--- src/rtl/hen_pkg.sv ---
// Shared definitions for the hen uio bus arbiters.
//   state_e   : sequencer states (idle, bus turnaround, data transfer)
//   DIR_*     : requester direction encoding
//   OE_*      : uio_oe patterns for driven / released bus
package hen_pkg;

  typedef enum logic [1:0] {
    ST_IDLE = 2'd0,
    ST_TURN = 2'd1,
    ST_XFER = 2'd2
  } state_e;

  localparam logic DIR_READ  = 1'b0;
  localparam logic DIR_WRITE = 1'b1;

  localparam logic [7:0] OE_ALL  = 8'hFF;
  localparam logic [7:0] OE_NONE = 8'h00;

endpackage

--- src/rtl/hen_rr_pick.sv ---
// Combinational round-robin priority picker.
//   req    : request vector
//   ptr    : index with highest priority; search runs upward and wraps
//   onehot : one-hot winner (zero when no request)
//   idx    : winner index (zero when no request)
//   any    : at least one request present
module hen_rr_pick #(
  parameter int unsigned N  = 3,
  parameter int unsigned IW = (N > 1) ? $clog2(N) : 1
) (
  input  logic [N-1:0]  req,
  input  logic [IW-1:0] ptr,
  output logic [N-1:0]  onehot,
  output logic [IW-1:0] idx,
  output logic          any
);

  logic [IW-1:0] cand;

  always_comb begin
    onehot = '0;
    idx    = '0;
    any    = 1'b0;
    cand   = '0;
    for (int unsigned off = 0; off < N; off++) begin
      cand = IW'((32'(ptr) + off) % N);
      if (!any && req[cand]) begin
        any          = 1'b1;
        onehot[cand] = 1'b1;
        idx          = cand;
      end
    end
  end

endmodule

--- src/rtl/hen_uio_arbiter.sv ---
// Round-robin arbiter/sequencer sharing the bidirectional uio bus between
// NREQ requesters. Each granted requester runs a burst of len+1 beats, either
// driving the bus (write) or sampling it (read). Turnaround cycles with the
// bus released are inserted whenever the direction changes.
//   clk, rst_n   : clock, synchronous active-low reset
//   ena          : enable; low blocks new grants (running burst completes)
//   req/req_dir  : per-requester request and direction (1=write, 0=read)
//   req_len      : per-requester beats-minus-one, requester 0 in LSBs
//   req_wdata    : per-requester write byte, requester 0 in LSBs
//   grant        : one-hot bus owner for the whole burst incl. turnaround
//   beat_ack     : high in each transfer beat; owner advances wdata on it
//   rd_data/rd_valid : registered uio_in sample and its one-cycle strobe
//   busy         : sequencer not idle
//   uio_in/uio_out/uio_oe : bus pins
module hen_uio_arbiter #(
  parameter int unsigned NREQ     = 3,
  parameter int unsigned LEN_W    = 4,
  parameter int unsigned TURN_CYC = 1
) (
  input  logic                    clk,
  input  logic                    rst_n,
  input  logic                    ena,
  input  logic [NREQ-1:0]         req,
  input  logic [NREQ-1:0]         req_dir,
  input  logic [NREQ*LEN_W-1:0]   req_len,
  input  logic [NREQ*8-1:0]       req_wdata,
  output logic [NREQ-1:0]         grant,
  output logic                    beat_ack,
  output logic [7:0]              rd_data,
  output logic                    rd_valid,
  output logic                    busy,
  input  logic [7:0]              uio_in,
  output logic [7:0]              uio_out,
  output logic [7:0]              uio_oe
);

  import hen_pkg::*;

  localparam int unsigned IW = $clog2(NREQ);

  state_e            state_q,    state_d;
  logic [NREQ-1:0]   grant_q,    grant_d;
  logic [IW-1:0]     win_q,      win_d;
  logic [IW-1:0]     rr_ptr_q,   rr_ptr_d;
  logic [LEN_W-1:0]  cnt_q,      cnt_d;
  logic              dir_q,      dir_d;
  logic              last_dir_q, last_dir_d;
  logic [1:0]        tcnt_q,     tcnt_d;
  logic [7:0]        rd_data_q,  rd_data_d;
  logic              rd_valid_q, rd_valid_d;

  logic [NREQ-1:0]   pick_onehot;
  logic [IW-1:0]     pick_idx;
  logic              pick_any;
  logic              wr_beat;

  hen_rr_pick #(
    .N  (NREQ),
    .IW (IW)
  ) u_pick (
    .req    (req),
    .ptr    (rr_ptr_q),
    .onehot (pick_onehot),
    .idx    (pick_idx),
    .any    (pick_any)
  );

  always_comb begin
    state_d    = state_q;
    grant_d    = grant_q;
    win_d      = win_q;
    rr_ptr_d   = rr_ptr_q;
    cnt_d      = cnt_q;
    dir_d      = dir_q;
    last_dir_d = last_dir_q;
    tcnt_d     = tcnt_q;
    rd_data_d  = rd_data_q;
    rd_valid_d = 1'b0;

    case (state_q)
      ST_IDLE: begin
        if (ena && pick_any) begin
          grant_d = pick_onehot;
          win_d   = pick_idx;
          cnt_d   = req_len[32'(pick_idx)*LEN_W +: LEN_W];
          dir_d   = req_dir[pick_idx];
          if (req_dir[pick_idx] != last_dir_q) begin
            state_d = ST_TURN;
            tcnt_d  = 2'(TURN_CYC - 1);
          end else begin
            state_d = ST_XFER;
          end
        end
      end

      ST_TURN: begin
        if (tcnt_q == 2'd0) begin
          state_d    = ST_XFER;
          last_dir_d = dir_q;
        end else begin
          tcnt_d = tcnt_q - 2'd1;
        end
      end

      ST_XFER: begin
        if (dir_q == DIR_READ) begin
          rd_data_d  = uio_in;
          rd_valid_d = 1'b1;
        end
        if (cnt_q == '0) begin
          state_d  = ST_IDLE;
          grant_d  = '0;
          // Finished owner drops to lowest priority for the next pick.
          rr_ptr_d = (32'(win_q) == NREQ - 1) ? '0 : win_q + 1'b1;
        end else begin
          cnt_d = cnt_q - 1'b1;
        end
      end

      default: begin
        state_d = ST_IDLE;
        grant_d = '0;
      end
    endcase
  end

  always_ff @(posedge clk) begin
    if (!rst_n) begin
      state_q    <= ST_IDLE;
      grant_q    <= '0;
      win_q      <= '0;
      rr_ptr_q   <= '0;
      cnt_q      <= '0;
      dir_q      <= DIR_READ;
      last_dir_q <= DIR_READ;
      tcnt_q     <= '0;
      rd_data_q  <= '0;
      rd_valid_q <= 1'b0;
    end else begin
      state_q    <= state_d;
      grant_q    <= grant_d;
      win_q      <= win_d;
      rr_ptr_q   <= rr_ptr_d;
      cnt_q      <= cnt_d;
      dir_q      <= dir_d;
      last_dir_q <= last_dir_d;
      tcnt_q     <= tcnt_d;
      rd_data_q  <= rd_data_d;
      rd_valid_q <= rd_valid_d;
    end
  end

  // Write data is muxed straight from the live owner input, so the owner's
  // wdata update on beat_ack appears on the bus in the next beat.
  assign wr_beat  = (state_q == ST_XFER) && (dir_q == DIR_WRITE);
  assign uio_oe   = wr_beat ? OE_ALL : OE_NONE;
  assign uio_out  = wr_beat ? req_wdata[32'(win_q)*8 +: 8] : 8'h00;
  assign grant    = grant_q;
  assign beat_ack = (state_q == ST_XFER);
  assign busy     = (state_q != ST_IDLE);
  assign rd_data  = rd_data_q;
  assign rd_valid = rd_valid_q;

endmodule

--- config.mk ---
export PLATFORM = sky130hd
export DESIGN_NAME = hen_uio_arbiter
export DESIGN_NICKNAME = d
export VERILOG_FILES = /design/src/rtl/hen_pkg.sv /design/src/rtl/hen_rr_pick.sv /design/src/rtl/hen_uio_arbiter.sv
export SDC_FILE = /design/constraint.sdc
export NUM_CORES = 1
export LEC_CHECK = 0
export CAP_MARGIN = 20
export CELL_PAD_IN_SITES_DETAIL_PLACEMENT = 1
export CELL_PAD_IN_SITES_GLOBAL_PLACEMENT = 1
export CORE_UTILIZATION = 30
export CTS_BUF_LIST = sky130_fd_sc_hd__clkbuf_16
export CTS_CLUSTER_SIZE = 16
export DETAILED_ROUTE_END_ITERATION = 8
export PLACE_DENSITY = 0.86
export SETUP_SLACK_MARGIN = 0.02
export SLEW_MARGIN = 20
export SYNTH_ARGS = -nofsm -noshare
export SYNTH_HDL_FRONTEND = slang
export SYNTH_SLANG_ARGS = --single-unit
export TNS_END_PERCENT = 1
--- constraint.sdc ---
create_clock -name clk -period 3.3 [get_ports clk]
set_clock_uncertainty 0.05 [all_clocks]
set_input_delay 0.33 -clock clk [delete_from_list [all_inputs] [get_ports clk]]
set_output_delay 0.33 -clock clk [all_outputs]
set_load 0.02 [all_outputs]
**Word level (Yosys, flattened, before mapping)**

Index checks and enable logic that the tools add are counted.

- Flip-flop bits (word level): 26
- Bits of input ports: 53
- Output and inout port bits: 30
- Word-level logic and storage cells: 107

- $add $sub $neg: 5
- Divide/modulo/power cells: 3
- Order comparisons: 7
- Equality and inequality tests: 10
- Shift operators: 2
- Muxes and demuxes: 42
- Bitwise operators: 4
- Reductions and logical operators: 24

Operator list:

| kind | number |
|---|---|
| 32-bit by 2-bit modulo with 32-bit output (second input constant) | 2 |
| 2-bit by 2-bit modulo with 32-bit output (second input constant) | 1 |
| 24-bit by 6-bit variable part select with 8-bit output | 1 |
| 2-bit 2-to-1 mux | 11 |
| 8-bit 2-to-1 mux | 2 |
| 3-bit 2-to-1 mux | 5 |
| 2-bit by 3-bit < comparator with 1-bit output (second input constant) | 4 |
| 12-bit by 5-bit variable part select with 4-bit output | 1 |
| 1-bit 2-to-1 mux | 11 |
| 2-bit inequality test (second input constant) | 5 |
| 2-bit AND reduction | 5 |
| 3-bit one-hot mux with 3 select lines | 1 |
| 3-bit AND reduction | 3 |
| 1-bit binary-select mux with 2-bit select | 4 |
| 4-bit 2-to-1 mux | 2 |
| 4-bit one-hot mux with 2 select lines | 1 |
| 1-bit logical AND | 7 |
| 1-bit demux with 2-bit select | 3 |
| 2-bit by 1-bit greater-or-equal comparator with 1-bit output (second input constant) | 3 |
| 3-bit OR | 2 |
| 2-bit one-hot mux with 3 select lines | 1 |
| 2-bit nonzero test | 3 |
| 2-bit == test (second input constant) | 2 |
| 2-bit zero test | 2 |
| 13 further kinds | 15 |

**Longest topological paths before layout**

Gate-level depths: netlist of the first run.

- Depth in word-level cells: 16
- Gate-level depth with buffers: 9
- Mapped depth without buffers: 8

**Cells and area by module**

A second synthesis of the first run with hierarchy kept.

- Cells, all modules: 255
- Area total of the unflattened synthesis: 1896.8 sq um

By module, submodules not included:

| module | instances | cells each | area an instance (sq um) | sequential area each (sq um) |
|---|---|---|---|---|
| hen_uio_arbiter | 1 | 202 | 1549.0 | 520.5 |
| hen_rr_pick | 1 | 53 | 347.8 | 0.0 |

**Least setup slack after synthesis of the first run**

No wires, ideal clock.

- Kind: register to register
- From: register rr_ptr_q[0]
- To: register state_q[0]
- Setup time: 59 ps
- Arrival: 2181 ps
- Data required time: 3191 ps
- Slack: 1011 ps
- Stages on the path, launching flop included: 10
- Path buffers: 1
- Period minus slack after synthesis: 2289 ps
- Cells stage by stage: dfxtp_1 -> inv_1 -> ha_1 -> buf_6 -> mux2i_1 -> o21a_2 -> a32o_1 -> or4_4 -> a21boi_2 -> o211a_1

- Longest elaborated chain between the ends: 16
- Elaborated cells on any way between the ends: 30
- Those cells by class: add/sub (2); div (3); eq/ne (2); mux (17); reduce/logical (6)

Ends and longest elaborated chain:

| element | line | RTL |
|---|---|---|
| start, declared | hen_uio_arbiter.sv:44 | `logic [IW-1:0] rr_ptr_q, rr_ptr_d;` |
| start signal, assigned | hen_uio_arbiter.sv:143 | `rr_ptr_q <= rr_ptr_d;` |
| branches (longest 16 deep; another with 32-bit by 2-bit modulo with 32-bit output) | n/a |  |
| end signal, assigned | hen_uio_arbiter.sv:140 | `state_q <= state_d;` |
| end, declared | hen_uio_arbiter.sv:41 | `state_e state_q, state_d;` |

Several ways; the timed one is not identified. The select of a mux whose other input is x is not followed.
A chain may end at the register's enable or synchronous reset.

**Worst setup path in the final report of the first run**

- From: register state_q[0]
- To: output port uio_oe[5]

- Longest elaborated chain between the ends: 3

Ends and longest elaborated chain:

| element | line | RTL |
|---|---|---|
| 2-bit == test | hen_uio_arbiter.sv:155 | `assign wr_beat = (state_q == ST_XFER) && (dir_q == DIR_WRITE);` |
| 1-bit logical AND | hen_uio_arbiter.sv:155 |  |
| 8-bit 2-to-1 mux | hen_uio_arbiter.sv:156 | `assign uio_oe = wr_beat ? OE_ALL : OE_NONE;` |
| end, declared | hen_uio_arbiter.sv:34 | `output logic [7:0] uio_oe` |

Every way passes these cells.

==> results of run 1 <==
-- flip-flops by register name, indices dropped and copies added, names as in the netlist --
name and flops:
cnt_q 4, dir_q 1, grant 3, last_dir_q 1, rd_data 8, rd_valid 1
rr_ptr_q 2, state_q 2, tcnt_q 2, win_q 2
-- through the flow --
step                      cell area (um^2)  instances  total power (uW)  worst slack, ns  hold slack, ns
after floorplan                       1950        260               861             1.01           0.415
after detailed placement              2780        402              1110            0.728           0.423
after CTS                             2880        406              1480            0.635           0.435
after global routing                  2880        406              1560            0.474           0.450
final                                 2880        406              1470            0.649           0.436
after global placement                2780        402              1090            0.817           0.412
-- cell families (layout without fill, tap and decap cells) --
logic type / Yosys count / in the layout / share of synthesized area
flip-flops: 26 / 26 / 0.267
AO/OA/AOI/OAI: 89 / 89 / 0.302
buffers and inverters: 35 / 104 / 0.0886
AND/OR/NAND/NOR: 86 / 86 / 0.211
multiplexers: 18 / 18 / 0.0937
adder cells (fa/ha/maj): 6 / 6 / 0.0385
-- final timing paths --
kind,startpoint,endpoint,depth (start not counted)
worst min-delay path,rd_data[6],rd_data[6],2
worst min register to register,rd_data[6],rd_data[6],2
worst max-delay path,state_q[0],uio_oe[5],6
worst max register to register,rr_ptr_q[0],cnt_q[3],8
-- metal layers --
metal / global-route usage / routed length (um) / up-vias
met5: 0 / 0 / -
li1: - / - / 1079
met1: 0.227 / 2840 / 1069
met3: 0.0484 / 366 / 8
met2: 0.352 / 3300 / 57
met4: 0.0517 / 101 / 0
-- cell type report --
cell class | instances | area (um^2) | share of cell area
multi-input combinational | 199 | 1260 | 0.436
timing repair buffer | 86 | 851 | 0.295
sequential | 26 | 520 | 0.181
tap | 77 | 96.3 | 0.0334
clock buffer | 3 | 75.1 | 0.0261
inverter | 14 | 52.6 | 0.0182
clock inverter | 1 | 30.0 | 0.0104
-- cell usage after synthesis (all sizes together) (2+ instances only) --
| cell type | instances | area share |
|---|---|---|
| nor2 | 33 | 0.065 |
| a21oi | 30 | 0.077 |
| dfxtp | 26 | 0.27 |
| nand2 | 21 | 0.040 |
| o21ai | 21 | 0.056 |
| mux2i | 16 | 0.082 |
| inv | 14 | 0.027 |
| buf | 13 | 0.046 |
| clkbuf | 8 | 0.015 |
| nor3 | 7 | 0.018 |
| a31oi | 6 | 0.019 |
| ha | 6 | 0.039 |
| nor2b | 6 | 0.019 |
| a32o | 4 | 0.021 |
| nand2b | 4 | 0.013 |
| o221ai | 4 | 0.018 |
| o2111ai | 3 | 0.013 |
| o211a | 3 | 0.015 |
| o211ai | 3 | 0.012 |
| o21a | 3 | 0.012 |
| a221o | 2 | 0.010 |
| and3 | 2 | 0.0064 |
| mux2 | 2 | 0.012 |
| nand3b | 2 | 0.0077 |
| or3 | 2 | 0.0064 |
| or4 | 2 | 0.0096 |
-- worst register-to-register path: cells and delay by family (launching register included) --
family          cells  cell delay, ns
simple gates        1            0.51
fa+ha+maj           1            0.47
mux                 1            0.29
flops               1            0.38
compound gates      4            0.71
buf+inv             1            0.08
-- where the power goes --
group	total [uW]	switching [uW]	leakage, uW	internal [uW]
Combinational	676	369	0.000825	307
Clock	357	116	0.0000511	241
Sequential	437	70.3	0.000212	366
Total	1470	555	0.00109	915
==> results.sh, run 1 <==
export IMPL_tightest_slew_ns=0.841
export IMPL_layout_drive_gt1_share=0.0578
export IMPL_rsz0062_at_grt="false"
export IMPL_cellPowerDensity_mw_per_mm2=510
export IMPL_cts_hold_fix_buffers=0
export IMPL_slew_violations=0
export IMPL_antenna_cells=0
export IMPL_tritoncts="built"
export IMPL_grt_pass1_wl_mm=10.3
export IMPL_io_buffers=82
export IMPL_start_util=0.309
export IMPL_yosys_most_used_dff="dfxtp_1"
export IMPL_hold_class="reg2reg"
export IMPL_grt_max_degree=16
export IMPL_final_cell_mix="clkdlybuf4s50_1 (82), nor2_1 (32), a21oi_1 (30)"
export IMPL_fin_crit_ns=2.65
export IMPL_fin_nets=389
export IMPL_max_vdd_ir_drop_mv=0.333
export IMPL_num_fill_cells=804
export IMPL_cp_start_kind="flip-flop"
export IMPL_drt_pass1_iter_count=4
export IMPL_initialDrtViolationCount=82
export IMPL_core_mm2=0.00631
export IMPL_synth_seq_area_share=0.267
export IMPL_crit_chain="inv_1, nand2_1, inv_2, nand2_1, inv_1, clkdlybuf4s50_1"
export IMPL_worst_ep_required_time_ns=2.92
export IMPL_max_slew_margin=0.438
export IMPL_fmax_ghz=0.377
export IMPL_ys_warn_count=0
export IMPL_path_delay_family="buffers and inverters"
export IMPL_ctsResizeCount=0
export IMPL_dr_total_vias=2213
export IMPL_setup_viol=0
export IMPL_drtAntennaViolNets=0
export IMPL_die_w_um=82.6
export IMPL_ios=83
export IMPL_finalSetupTns_ns=0
export IMPL_layout_commonest_cell="clkdlybuf4s50_1"
export IMPL_outcome="finished clean"
export IMPL_path_clk_slew_ns=0.07
export IMPL_avgSynthCellArea_um2=7.50
export IMPL_arrival_ns=2.27
export IMPL_htree_num_levels=1
export IMPL_synthDistinctLibCells=52
export IMPL_post_cts_setup_buffers=0
export IMPL_die_y_um=82.6
export IMPL_reg2reg_slack_ns=0.69
export IMPL_crit_path_end_kind="primary output"
export IMPL_synth_nets=319
export IMPL_dieArea_mm2=0.00682
export IMPL_ys_seq_elements=26
export IMPL_cpPeakStageDelay_ns=0.65
export IMPL_clock_path_buffers=2
export IMPL_drc=0
export IMPL_clock_sinks=26
export IMPL_finalWirelength_mm=6.60
export IMPL_path_buf_inv=4
export IMPL_syn_area_mm2=0.00195
export IMPL_leakage_uw=0.00109
export IMPL_syn_instance_count=260
export IMPL_grt_usage=0.195
export IMPL_synth_edf_count=0
export IMPL_path_class="reg2out"
export IMPL_path_max_fanout=10
export IMPL_grt_overflow=0
export IMPL_finish_utilization=0.456
export IMPL_grt_antenna_before_repair=0
export IMPL_vias_per_cell=5.45
export IMPL_hpwl_mm=5.09
export IMPL_cts_buffers=3
export IMPL_period_share=0.803
export IMPL_rows=29
export IMPL_hold_violations=0
export IMPL_detail_route_wl_per_cell_um=16.3
export IMPL_insertion_delay_ns=0.26
export IMPL_crit_path_top_delay_cell="clkdlybuf4s50_1"
export IMPL_clock_root_buffer="clkbuf_16"
export IMPL_grt_pass1_vias=2221
export IMPL_area_growth_pct=47.8
export IMPL_async_flop_share=0
export IMPL_place_congestion=0.873
export IMPL_cap_violations=0
Note: power is estimated with default switching activity, not from simulation.
==> run 2, diff against run 1 <==
==> constraint.sdc (replaced) <==
create_clock -name clk -period 2.8 [get_ports clk]
set_clock_uncertainty 0.05 [all_clocks]
set_input_delay 0.28 -clock clk [delete_from_list [all_inputs] [get_ports clk]]
set_output_delay 0.28 -clock clk [all_outputs]
set_load 0.02 [all_outputs]
==> run 2 against run 1 <==
Sequential power is 13% higher. Sequential share of layout area decreased by 0.25 points. Core utilization is 0.63 points higher. Cell area rose by 1.4%. Critical path depth unchanged. Via count grew 0.99%. Worst setup slack worse by 0.44 ns. Hold slack worse by 0.0062 ns. Highest routed layer unchanged. Critical path type unchanged. Non-clock buffer count up 5. Register-to-register slack lost 0.46 ns. Largest power group unchanged.
==> results.sh, run 2 (same netlist as run 1, synthesis figures left out) <==
export IMPL_cts_buffers=3
export IMPL_clock_sinks=26
export IMPL_layout_commonest_cell="clkdlybuf4s50_1"
export IMPL_rsz0062_at_grt="false"
export IMPL_fmax_ghz=0.385
export IMPL_io_buffers=82
export IMPL_crit_path_end="uio_oe[5]"
export IMPL_r2r_start="rr_ptr_q[0]"
export IMPL_vias_per_cell=5.44
export IMPL_area_growth_pct=49.9
export IMPL_busiest_layer="met2"
export IMPL_grtUsageMet2=0.351
export IMPL_die_y_um=82.6
export IMPL_final_area_mm2=0.00292
export IMPL_cts_hold_fix_buffers=0
export IMPL_initialDrtViolationCount=90
export IMPL_r2r_cells=8
export IMPL_grt_antenna_before_repair=0
export IMPL_setup_viol=0
export IMPL_cp_start_kind="flip-flop"
export IMPL_max_vdd_ir_drop_mv=0.266
export IMPL_detail_route_wl_per_cell_um=16.9
export IMPL_grt_usage=0.205
export IMPL_start_util=0.309
export IMPL_grt_met1_usage=0.255
export IMPL_period_share=0.927
export IMPL_ctsResizeCount=0
export IMPL_worst_ep_required_time_ns=2.47
export IMPL_critical_path_startpoint="state_q[0]"
export IMPL_cellPowerDensity_mw_per_mm2=605
export IMPL_leakage_uw=0.00111
export IMPL_ios=83
export IMPL_core_mm2=0.00631
export IMPL_place_congestion=0.872
export IMPL_layout_drive_gt1_share=0.0749
export IMPL_place_area_mm2=0.00281
export IMPL_antenna_cells=0
export IMPL_tritoncts="built"
export IMPL_reg2reg_slack_ns=0.23
export IMPL_slew_violations=0
export IMPL_dp_cells=407
export IMPL_tightest_slew_ns=0.657
export IMPL_drt_pass1_iter_count=4
export IMPL_path_clk_slew_ns=0.07
export IMPL_insertion_delay_ns=0.27
export IMPL_htree_num_levels=1
export IMPL_finalWirelength_mm=6.93
export IMPL_hpwl_mm=5.27
export IMPL_post_cts_setup_buffers=0
export IMPL_arrival_ns=2.26
export IMPL_finalSetupTns_ns=0
export IMPL_outcome="finished clean"
export IMPL_fin_nets=394
export IMPL_grt_max_degree=16
export IMPL_final_cell_mix="clkdlybuf4s50_1 (82), nor2_1 (32), a21oi_1 (30)"
export IMPL_gr_usage_met3=0.0527
export IMPL_path_max_fanout=10
export IMPL_grt_overflow=0
export IMPL_clock_root_buffer="clkbuf_16"
export IMPL_grt_pass1_vias=2186
export IMPL_finalNonFillerCells=411
export IMPL_largest_reg_flops=8
export IMPL_hold_violations=0
export IMPL_grt_pass1_wl_mm=10.7
export IMPL_rows=29
export IMPL_drtAntennaViolNets=0
export IMPL_cap_violations=0
export IMPL_r2r_end="cnt_q[2]"
export IMPL_max_slew_margin=0.561
export IMPL_path_class="reg2out"
export IMPL_crit_path_end_kind="primary output"
export IMPL_clock_path_buffers=2
export IMPL_die_w_um=82.6
export IMPL_drc=0
export IMPL_dieArea_mm2=0.00682
export IMPL_hold_class="reg2reg"
export IMPL_dr_total_vias=2235
export IMPL_fin_crit_ns=2.59
[run 2: cell count changes in the layout (fill, tap and decap cells not counted)]
cell	change
buf_4	+5
ha_1	-1
ha_2	+1
[run 2: worst max-delay path: stages (launching register included)]
cell and delay [ns]:
dfxtp_1 0.39, inv_1 0.17, nand2_1 0.11, inv_2 0.18, nand2_1 0.26, inv_1 0.25
clkdlybuf4s50_1 0.65
[run 2: how the worst min path moves through the flow]
| stage | depth (start not counted) | to | slack (ns) | from |
|---|---|---|---|---|
| floorplan | 2 | rd_data[0] | 0.37 | uio_in[0] |
| global placement | 2 | rd_data[3] | 0.41 | rd_data[3] |
| detailed placement | 1 | grant[2] | 0.42 | grant[2] |
| CTS | 2 | rd_data[4] | 0.43 | rd_data[4] |
| global route | 1 | grant[0] | 0.46 | grant[0] |
| finish | 2 | rd_data[4] | 0.43 | rd_data[4] |
[run 2: stage by stage]
step | setup WS [ns] | util | total power, uW | hold slack [ns]
after floorplan | 0.511 | - | 1010 | 0.366
after global placement | 0.302 | 0.446 | 1300 | 0.412
after detailed placement | 0.206 | 0.446 | 1330 | 0.421
after CTS | 0.173 | 0.462 | 1770 | 0.435
after global routing | 0.0282 | 0.463 | 1870 | 0.463
final | 0.206 | 0.463 | 1770 | 0.429
[run 2: area by class of cell]
type | instances | area (um^2)
clock buffer | 3 | 75.1
clock inverter | 1 | 30.0
fill | 784 | 3390
inverter | 14 | 52.6
multi-input combinational | 199 | 1260
sequential | 26 | 520
tap | 77 | 96.3
timing repair buffer | 91 | 888
[run 2: power by group]
part | internal, uW | switching, uW | leakage (uW)
Clock | 285 | 141 | 0.0000511
Sequential | 432 | 60.8 | 0.000212
Combinational | 378 | 471 | 0.000850
Total | 1090 | 673 | 0.00111
[run 2: per-layer routing]
metal,vias up,wire length [um]
met5,-,0
met4,0,116
met3,14,423
met2,78,3400
met1,1056,2990
li1,1087,-
==> run 3, diff against run 2 <==
--- a/config.mk
+++ b/config.mk
@@ -5,6 +5,7 @@
 export SDC_FILE = /design/constraint.sdc
 export NUM_CORES = 1
 export LEC_CHECK = 0
+export ABC_CLOCK_PERIOD_IN_PS = 2800
 export CAP_MARGIN = 20
 export CELL_PAD_IN_SITES_DETAIL_PLACEMENT = 1
 export CELL_PAD_IN_SITES_GLOBAL_PLACEMENT = 1
==> results of run 3 <==
Final layout, timing and power as in run 2 (identical DEF).
